**config.mk**
```make
export PLATFORM = sky130hd
export DESIGN_NAME = motor_pwm_timebase
export DESIGN_NICKNAME = d
export VERILOG_FILES = /design/src/rtl/motor_pwm_pkg.sv /design/src/rtl/motor_pwm_shadow.sv /design/src/rtl/motor_pwm_timebase.sv
export SDC_FILE = /design/constraint.sdc
export NUM_CORES = 1
export LEC_CHECK = 0
export BUFFER_PORTS_ARGS = -buffer_cell sky130_fd_sc_hd__buf_2
export CORE_MARGIN = 2
export CORE_UTILIZATION = 45
export DETAILED_ROUTE_END_ITERATION = 6
export GPL_ROUTABILITY_DRIVEN = 1
export GPL_TIMING_DRIVEN = 0
export PLACE_DENSITY = 0.66
export SLEW_MARGIN = 40
export SYNTH_ARGS = -nofsm -noshare
export SYNTH_HDL_FRONTEND = slang
export SYNTH_SLANG_ARGS = --single-unit
```
**constraint.sdc**
```tcl
create_clock -name iCLK -period 34.4 [get_ports iCLK]
set_input_delay 10.32 -clock iCLK [delete_from_list [all_inputs] [get_ports iCLK]]
set_output_delay 10.32 -clock iCLK [all_outputs]
set_load 0.01 [all_outputs]
```
**src/rtl/motor_pwm_pkg.sv**
```systemverilog
// motor_pwm_pkg: state encoding and default sizes shared by the motor PWM timebase files
package motor_pwm_pkg;
  typedef enum logic [1:0] {IDLE, RUN, DRAIN} state_e;
  localparam int SIZE_DEF = 16;
  localparam int PHASES_DEF = 3;
  localparam int RST_PERIOD_DEF = 1000;
  localparam int MIN_PERIOD = 2;
endpackage

```
**src/rtl/motor_pwm_shadow.sv**
```systemverilog
// motor_pwm_shadow: clamps requested period/deadband/duties into a shadow set and copies it to the active set on apply
module motor_pwm_shadow
  import motor_pwm_pkg::*;
#(
  parameter int SIZE = SIZE_DEF,
  parameter int PHASES = PHASES_DEF,
  parameter int RST_PERIOD = RST_PERIOD_DEF
) (
  input  logic                   clk,
  input  logic                   rst,
  input  logic                   load,
  input  logic                   apply,
  input  logic [SIZE-1:0]        period,
  input  logic [SIZE-1:0]        deadband,
  input  logic [PHASES*SIZE-1:0] duty,
  output logic [SIZE-1:0]        act_period,
  output logic [SIZE-1:0]        act_deadband,
  output logic [PHASES*SIZE-1:0] act_duty,
  output logic                   pending,
  output logic                   applied
);
  logic [SIZE-1:0] per_c, db_c, dmax;
  logic [PHASES*SIZE-1:0] duty_c;
  logic [SIZE-1:0] sh_per_q, sh_per_d, sh_db_q, sh_db_d, act_per_q, act_per_d, act_db_q, act_db_d;
  logic [PHASES*SIZE-1:0] sh_duty_q, sh_duty_d, act_duty_q, act_duty_d;
  logic pend_q, pend_d;
  always_comb begin
    per_c = period < SIZE'(MIN_PERIOD) ? SIZE'(MIN_PERIOD) : period;
    dmax = '0;
    duty_c = '0;
    for (int k = 0; k < PHASES; k++) begin
      duty_c[k*SIZE +: SIZE] = duty[k*SIZE +: SIZE] > per_c ? per_c : duty[k*SIZE +: SIZE];
      dmax = duty_c[k*SIZE +: SIZE] > dmax ? duty_c[k*SIZE +: SIZE] : dmax;
    end
    db_c = {1'b0, dmax} + {1'b0, deadband} > {1'b0, per_c} ? per_c - dmax : deadband;
    applied = apply && pend_q && !load;
    sh_per_d = load ? per_c : sh_per_q;
    sh_db_d = load ? db_c : sh_db_q;
    sh_duty_d = load ? duty_c : sh_duty_q;
    act_per_d = applied ? sh_per_q : act_per_q;
    act_db_d = applied ? sh_db_q : act_db_q;
    act_duty_d = applied ? sh_duty_q : act_duty_q;
    pend_d = load || (pend_q && !apply);
  end
  always_ff @(posedge clk) begin
    if (rst) begin
      sh_per_q <= SIZE'(RST_PERIOD);
      sh_db_q <= '0;
      sh_duty_q <= '0;
      act_per_q <= SIZE'(RST_PERIOD);
      act_db_q <= '0;
      act_duty_q <= '0;
      pend_q <= 1'b0;
    end else begin
      sh_per_q <= sh_per_d;
      sh_db_q <= sh_db_d;
      sh_duty_q <= sh_duty_d;
      act_per_q <= act_per_d;
      act_db_q <= act_db_d;
      act_duty_q <= act_duty_d;
      pend_q <= pend_d;
    end
  end
  assign act_period = act_per_q;
  assign act_deadband = act_db_q;
  assign act_duty = act_duty_q;
  assign pending = pend_q;
endmodule

```
**src/rtl/motor_pwm_timebase.sv**
```systemverilog
// motor_pwm_timebase: shared PWM up-counter, zero sync and double-buffered settings; MOTOR_PWM_ADC_TRIG_EN adds oADC_TRIG
module motor_pwm_timebase
  import motor_pwm_pkg::*;
#(
  parameter int SIZE = SIZE_DEF,
  parameter int PHASES = PHASES_DEF,
  parameter int RST_PERIOD = RST_PERIOD_DEF
) (
  input  logic                   iCLK,
  input  logic                   iRST,
  input  logic                   iENABLE,
  input  logic                   iLOAD,
  input  logic [SIZE-1:0]        iPERIOD,
  input  logic [SIZE-1:0]        iDEADBAND,
  input  logic [PHASES*SIZE-1:0] iDUTY,
  output logic                   oENABLE,
  output logic [SIZE-1:0]        oCOUNTER,
  output logic [SIZE-1:0]        oPERIOD,
  output logic [SIZE-1:0]        oDEADBAND,
  output logic [PHASES*SIZE-1:0] oDUTY,
  output logic                   oZERO,
  output logic                   oPENDING,
  output logic                   oUPDATED
`ifdef MOTOR_PWM_ADC_TRIG_EN
  ,
  output logic                   oADC_TRIG
`endif
);
  state_e state_q, state_d;
  logic [SIZE-1:0] cnt_q, cnt_d;
  logic en_q, en_d, zero_q, zero_d, upd_q, upd_d;
  logic running, wrap, apply, applied;
  motor_pwm_shadow #(.SIZE(SIZE), .PHASES(PHASES), .RST_PERIOD(RST_PERIOD)) u_shadow (
    .clk(iCLK),
    .rst(iRST),
    .load(iLOAD),
    .apply(apply),
    .period(iPERIOD),
    .deadband(iDEADBAND),
    .duty(iDUTY),
    .act_period(oPERIOD),
    .act_deadband(oDEADBAND),
    .act_duty(oDUTY),
    .pending(oPENDING),
    .applied(applied)
  );
  always_comb begin
    running = state_q != IDLE;
    wrap = running && cnt_q == oPERIOD - SIZE'(1);
    apply = wrap || (!running && iENABLE);
    state_d = iENABLE ? RUN : (running && !wrap) ? DRAIN : IDLE;
    en_d = state_d != IDLE;
    cnt_d = (running && !wrap) ? cnt_q + SIZE'(1) : '0;
    zero_d = en_d && cnt_d == '0;
    upd_d = applied;
  end
  always_ff @(posedge iCLK) begin
    if (iRST) begin
      state_q <= IDLE;
      cnt_q <= '0;
      en_q <= 1'b0;
      zero_q <= 1'b0;
      upd_q <= 1'b0;
    end else begin
      state_q <= state_d;
      cnt_q <= cnt_d;
      en_q <= en_d;
      zero_q <= zero_d;
      upd_q <= upd_d;
    end
  end
  assign oENABLE = en_q;
  assign oCOUNTER = cnt_q;
  assign oZERO = zero_q;
  assign oUPDATED = upd_q;
`ifdef MOTOR_PWM_ADC_TRIG_EN
  logic adc_q, adc_d;
  always_comb adc_d = en_d && cnt_d == (oPERIOD >> 1);
  always_ff @(posedge iCLK) begin
    if (iRST) adc_q <= 1'b0;
    else adc_q <= adc_d;
  end
  assign oADC_TRIG = adc_q;
`endif
endmodule

```
# [Word level (Yosys, flattened, before mapping)]
# Cells that the tools add are included.
[word_totals] regBits=182 in_bits=84 out_inout_bits=100 word_cells=52
[op_classes] add_sub_neg=4 magnitude_cmp=8 n_eq_ne=1 mux=11 reduce_logical=16
[ops] op="16-bit 2-to-1 mux" count=9
[ops] op="16-bit > comparator" count=5
[ops] op="16-bit by 16-bit adder with 17-bit output" count=1
[ops] op="17-bit by 16-bit > comparator with 1-bit output" count=1
[ops] op="16-bit by 1-bit adder with 16-bit output, second input constant" count=1
[ops] op="16-bit == test" count=1
[ops] op="16-bit by 1-bit > comparator with 1-bit output, second input constant" count=1
[ops] op="16-bit logical NOT" count=1
[ops] op="16-bit by 2-bit less-than comparator with 1-bit output, second input constant" count=1
[ops] op="16-bit by 1-bit subtractor with 16-bit output, second input constant" count=1
[ops] op="16-bit subtractor" count=1
[ops] op="1-bit logical AND" count=7
[ops] op="1-bit logical NOT" count=4
[ops] op="2-bit 2-to-1 mux" count=2
[ops] op="2-bit nonzero test" count=2
[ops] op="1-bit logical OR" count=2

# [Longest topological paths before layout]
[depth] word_depth=13 ltp_mapped=53 ltp_nobuf=46

# [By module]
# Synthesis repeated with hierarchy kept, for this count alone.
[unflattened] cells_unflattened=1479 area_unflattened_um2=11717.5
[modules_own_cells] module="motor_pwm_shadow" n_inst=1 cells_each=1295 area_per_inst_um2=10237.3 seq_area_each_um2=3223.1
[modules_own_cells] module="motor_pwm_timebase" n_inst=1 cells_each=184 area_per_inst_um2=1480.2 seq_area_each_um2=420.4

# [Worst setup path after synthesis]
# Ideal clock, no wire load.
[synth_timing] path_kind="input-to-reg" start="input port iPERIOD[15]" end="register u_shadow.sh_db_q[15]" setup_ns=0.120 t_arrival_ns=20.515 t_required_ns=34.280 slack_ns=13.765 cell_stages=46 path_buffers=7 path_cell_list="clkbuf_1 > nor4_1 > nand4_1 > nand2b_1 > inv_1 > ha_1 > nor2b_1 > o211ai_1 > a21o_1 > a31oi_1 > buf_1 > clkbuf_1 > mux2i_1 > ha_1 > nand4_1 > or2_1 > a311oi_1 > nor3_1 > [... 10 more ...] > ha_1 > a21oi_1 > o21bai_1 > a31oi_1 > o21ai_0 > o41ai_1 > o2111ai_1 > a21oi_1 > xnor2_1 > ha_1 > nand3_1 > nor4_1 > a21oi_1 > nor3b_1 > clkbuf_1 > clkbuf_1 > nor3_1 > a211o_1"
[synth_via] elab_chain_cells=13 elab_cells_between_ends=18 cone_classes="add/sub: 2; order compare: 8; mux: 8"
[synth_lines] element="from (decl)" line_no="motor_pwm_timebase.sv:13" rtl="input logic [SIZE-1:0] iPERIOD,"
[synth_lines] element="16-bit by 2-bit less-than comparator with 1-bit output *" line_no="motor_pwm_shadow.sv:28" rtl="per_c = period < SIZE'(MIN_PERIOD) ? SIZE'(MIN_PERIOD) : period;"
[synth_lines] element="16-bit 2-to-1 mux *" line_no="motor_pwm_shadow.sv:28"
[synth_lines] element="named net u_shadow.per_c[1]" line_no="motor_pwm_shadow.sv:22" rtl="logic [SIZE-1:0] per_c, db_c, dmax;"
[synth_lines] element="16-bit > comparator" line_no="motor_pwm_shadow.sv:32" rtl="duty_c[k*SIZE +: SIZE] = duty[k*SIZE +: SIZE] > per_c ? per_c : duty[k*SIZE +: SIZE];"
[synth_lines] element="16-bit 2-to-1 mux" line_no="motor_pwm_shadow.sv:32"
[synth_lines] element="16-bit by 1-bit > comparator with 1-bit output" line_no="motor_pwm_shadow.sv:33" rtl="dmax = duty_c[k*SIZE +: SIZE] > dmax ? duty_c[k*SIZE +: SIZE] : dmax;"
[synth_lines] element="16-bit 2-to-1 mux" line_no="motor_pwm_shadow.sv:33"
[synth_lines] element="16-bit > comparator" line_no="motor_pwm_shadow.sv:33"
[synth_lines] element="16-bit 2-to-1 mux" line_no="motor_pwm_shadow.sv:33"
[synth_lines] element="16-bit > comparator" line_no="motor_pwm_shadow.sv:33"
[synth_lines] element="16-bit 2-to-1 mux" line_no="motor_pwm_shadow.sv:33"
[synth_lines] element="16-bit by 16-bit adder with 17-bit output" line_no="motor_pwm_shadow.sv:35" rtl="db_c = {1'b0, dmax} + {1'b0, deadband} > {1'b0, per_c} ? per_c - dmax : deadband;"
[synth_lines] element="17-bit by 16-bit > comparator with 1-bit output" line_no="motor_pwm_shadow.sv:35"
[synth_lines] element="16-bit 2-to-1 mux *" line_no="motor_pwm_shadow.sv:35"
[synth_lines] element="to (signal assigned)" line_no="motor_pwm_shadow.sv:48" rtl="sh_db_q <= '0;"
[synth_lines] element="to (signal assigned)" line_no="motor_pwm_shadow.sv:56" rtl="sh_db_q <= sh_db_d;"
[synth_lines] element="to (decl)" line_no="motor_pwm_shadow.sv:24" rtl="logic [SIZE-1:0] sh_per_q, sh_per_d, sh_db_q, sh_db_d, act_per_q, act_per_d, act_db_q, act_db_d;"
# The timed path passes the listed nets; every way through them passes the cells marked *.
# A chain may end at the register's enable or synchronous reset.

# [Worst setup path after layout]
[layout_timing] start="input port iPERIOD[15]" end="register u_shadow.sh_db_q[13]"
# Same word-level chain as after synthesis.

==> out/results.tsv <==
stage	metric	value	unit
timing	max frequency	41.9	MHz
global_route	antenna violations before repair	0	
clock_network	clock sinks	182	
worst_setup_path	Critical Path Fanout Max	10	
outcome	outcome	complete, no violations	
global_route	first-pass GRT wire length	60.9	mm
cells_and_area	Multi-input gate area	7570	um^2
timing	Worst Tran Pin Value	0.814	ns
timing	Slew Viols, Final	0	
worst_setup_path	crit path max-delay cell type	nor2_1	
logic_synthesis	Synth Instances	1406	
cells_and_area	Layout Area Growth over Synthesis	16.0	%
global_route	largest net degree at the start of global routing	19	
logic_synthesis	Synth Net Count	1622	
power	switch share	0.412	
detailed_routing	DR vias	11200	
clock_network	CTS buffer count	17	
timing	final setup fails	0	
hold_path	WHS Endpoint	u_shadow.act_deadband[9]	
power	leakage power	0.00619	uW
floorplanning	Die H	167	um
cells_and_area	layout cell share with drive strength beyond 1	0.156	
detailed_routing	WL/cell	20.4	um
power	sequential power share	0.280	
global_route	GRT Total Usage	0.282	
logic_synthesis	largest area contributor in the netlist	dfxtp_1	
logic_synthesis	most frequent cell after synthesis	nor2_1	
timing	period utilization	0.694	
power	Internal	494	uW
logic_synthesis	area of the mapped netlist	11900	um^2
clock_network	CTS root buffer	clkbuf_16	
logic_synthesis	Commonest cells post-synth	231 x nor2_1, 182 x dfxtp_1, 135 x mux2i_1	
logic_synthesis	async set or reset register ratio after synthesis	0	
placed_design	Final GP Congestion	0.996	
logic_synthesis	Synth top area share	0.306	
clock_network	Clock Latency Late Sink	0.45	ns
global_route	total congestion overflow	0	
timing	min Tclk post-route	23.88	ns
logic_synthesis	Synth cell types	64	
detailed_routing	Initial DRT Pass Iterations	6	
floorplanning	starting density of the core	0.457	
hold_path	Worst Hold Depth	2	
detailed_routing	Routed Wire Length	39.8	mm
logic_synthesis	post-synthesis register bit count	182	
placed_design	IO buf count	182	
clock_network	post-CTS setup buffer count	0	
cells_and_area	Reg area	3640	um^2
clock_network	CTS resizes	0	
cells_and_area	Final Util	0.530	
worst_setup_path	Crit Path Class	input pin to flop	
power	Logic pwr share	0.484	
logic_synthesis	Post-synth EDFFs	0	
floorplanning	die width	167	um
logic_synthesis	Mean Syn Cell Area	8.47	um^2
hold_path	HP Start	u_shadow.act_deadband[9]	
detailed_routing	DRC Markers	0	
power	net switching power	345	uW
worst_setup_path	CP Data Arrival Time	24.17	ns
timing	endpoints failing hold	0	
worst_setup_path	Worst setup EP type	flop	
clock_network	H-tree Lvls	4	
floorplanning	Core ar.	26100	um^2
timing	clock skew	0.0160	ns
clock_network	CTS Hold Bufs	0	
placed_design	DP HPWL	31.9	mm
detailed_routing	Via density	5.71	
logic_synthesis	main area contributors after synthesis	dfxtp_1 31%, ha_1 14%, mux2i_1 11%	
logic_synthesis	synth warn	0	
cells_and_area	ANT cells	0	
cells_and_area	Final #Nets	1823	
clock_network	Reg clk slew, reported paths	0.07	ns
logic_synthesis	Synth Flop Type	dfxtp_1	
floorplanning	Row Count	59	
floorplanning	Boundary Pins	184	
power	clock share of power	0.236	
floorplanning	die area	27800	um^2
detailed_routing	DRT iter0 DRCs	749	
clock_network	Bufs on Longest Clock Path	2	
timing	RSZ-0062 raised after global routing	no	
timing	Total Negative Setup Slacks	0	ns
worst_setup_path	Reg2Reg Setup Slack	30.92	ns
worst_setup_path	Crit Reg-Reg Startpoint	u_shadow.act_period[5]	
logic_synthesis	sequential-to-total area share from yosys stat	0.306	
run	Max-Cap Viols	0	
worst_setup_path	cell mode on critical path	clkbuf_1	
timing	Rel. slew slack	0.458	
power	PwrDens	60.7	nW/um^2
worst_setup_path	crit path launch	iPERIOD[15]	
clock_network	TritonCTS clock tree	done	
worst_setup_path	crit start category	input pin	
worst_setup_path	Critical Path Max Stage Delay	0.61	ns
power	Max VDD drop	0.0000513	V
worst_setup_path	required time of the worst setup path	34.69	ns
worst_setup_path	worst r2r dst	u_shadow.act_deadband[0]	
worst_setup_path	Register-to-Register Path Depth	13	
global_route	number of global-route vias before repair	10500	
detailed_routing	antenna-violating nets left	0	
cells_and_area	fill count	2494	
hold_path	hold crit path type	flop to flop	
## final cells by class
class,count,share of cell area
multi-input combinational,1055,0.548
sequential,182,0.264
timing repair buffer,182,0.0659
clock buffer,17,0.0308
tap,335,0.0303
buffer,88,0.0284
inverter,81,0.0220
clock inverter,14,0.0111
## layer usage
metal,global-route usage,part of all wire
met4,0.0896,0.030
met3,0.0409,0.061
met2,0.452,0.45
met1,0.391,0.46
met5,0,0
## registers in the layout, indices dropped and copies added, names as in the netlist
name	count
oCOUNTER	16
oENABLE	1
oUPDATED	1
oZERO	1
state_q	2
u_shadow.act_deadband	16
u_shadow.act_duty	48
u_shadow.act_period	16
u_shadow.pending	1
u_shadow.sh_db_q	16
u_shadow.sh_duty_q	48
u_shadow.sh_per_q	16
## worst max path at each step
stage	endpoint	slack (ns)	cells past startpoint
final	u_shadow.sh_db_q[13]	10.52	47
after global routing	u_shadow.sh_db_q[13]	9.65	47
after CTS	u_shadow.sh_db_q[13]	10.66	47
after detailed placement	u_shadow.sh_db_q[13]	10.27	47
after global placement	u_shadow.sh_db_q[13]	10.53	47
after floorplan	u_shadow.sh_db_q[15]	13.77	46
## worst max-delay path: cells and delay by family
family	cells	cell delay (ns)
muxes	3	1.39
buffers and inverters	8	3.70
xor gates and xnor gates	1	0.12
adders and majority gates	5	1.50
AOI/OAI and AO/OA	18	4.21
and+or+nand+nor	12	2.87
## cells in the final DEF, fill, tap and decap left out, types with 41 or more instances in the layout
master | synthesis | routed
a211oi_1 | 71 | 71
a21oi_1 | 73 | 73
buf_2 | 2 | 184
clkbuf_1 | 70 | 70
dfxtp_1 | 182 | 182
ha_1 | 130 | 130
inv_1 | 77 | 77
mux2i_1 | 135 | 135
nand2_1 | 41 | 41
nor2_1 | 231 | 231
## metrics by stage
step / std cells / hold slack, ns / total power, uW / area, um^2 / setup WS (ns)
global route: 1954 / 0.510 / 891 / 13800 / 9.65
global placement: 1923 / 0.466 / 632 / 13200 / 10.53
floorplan: 1406 / 0.459 / 529 / 11900 / 13.77
CTS: 1954 / 0.489 / 837 / 13800 / 10.66
finish: 1954 / 0.488 / 839 / 13800 / 10.52
detailed placement: 1923 / 0.475 / 639 / 13200 / 10.27
## logic make-up (layout without fill, tap and decap cells)
logic type,after synthesis,in the layout,share of synthesized area
AND/OR/NAND/NOR,428,428,0.165
AO/OA/AOI/OAI,290,290,0.162
flip-flops,182,182,0.306
buffers and inverters,169,382,0.0585
multiplexers,151,151,0.129
adder cells (fa/ha/maj),132,132,0.140
XOR/XNOR,54,54,0.0397
## power by group through the flow
stage	Sequential (uW)	Clock, uW	Combinational (uW)
after global routing	236	208	446
final	235	198	406
after global placement	239	0	393
after CTS	234	200	403
after detailed placement	239	0	400
after floorplan	237	0	292
Note: power is estimated with default switching activity, not from simulation.
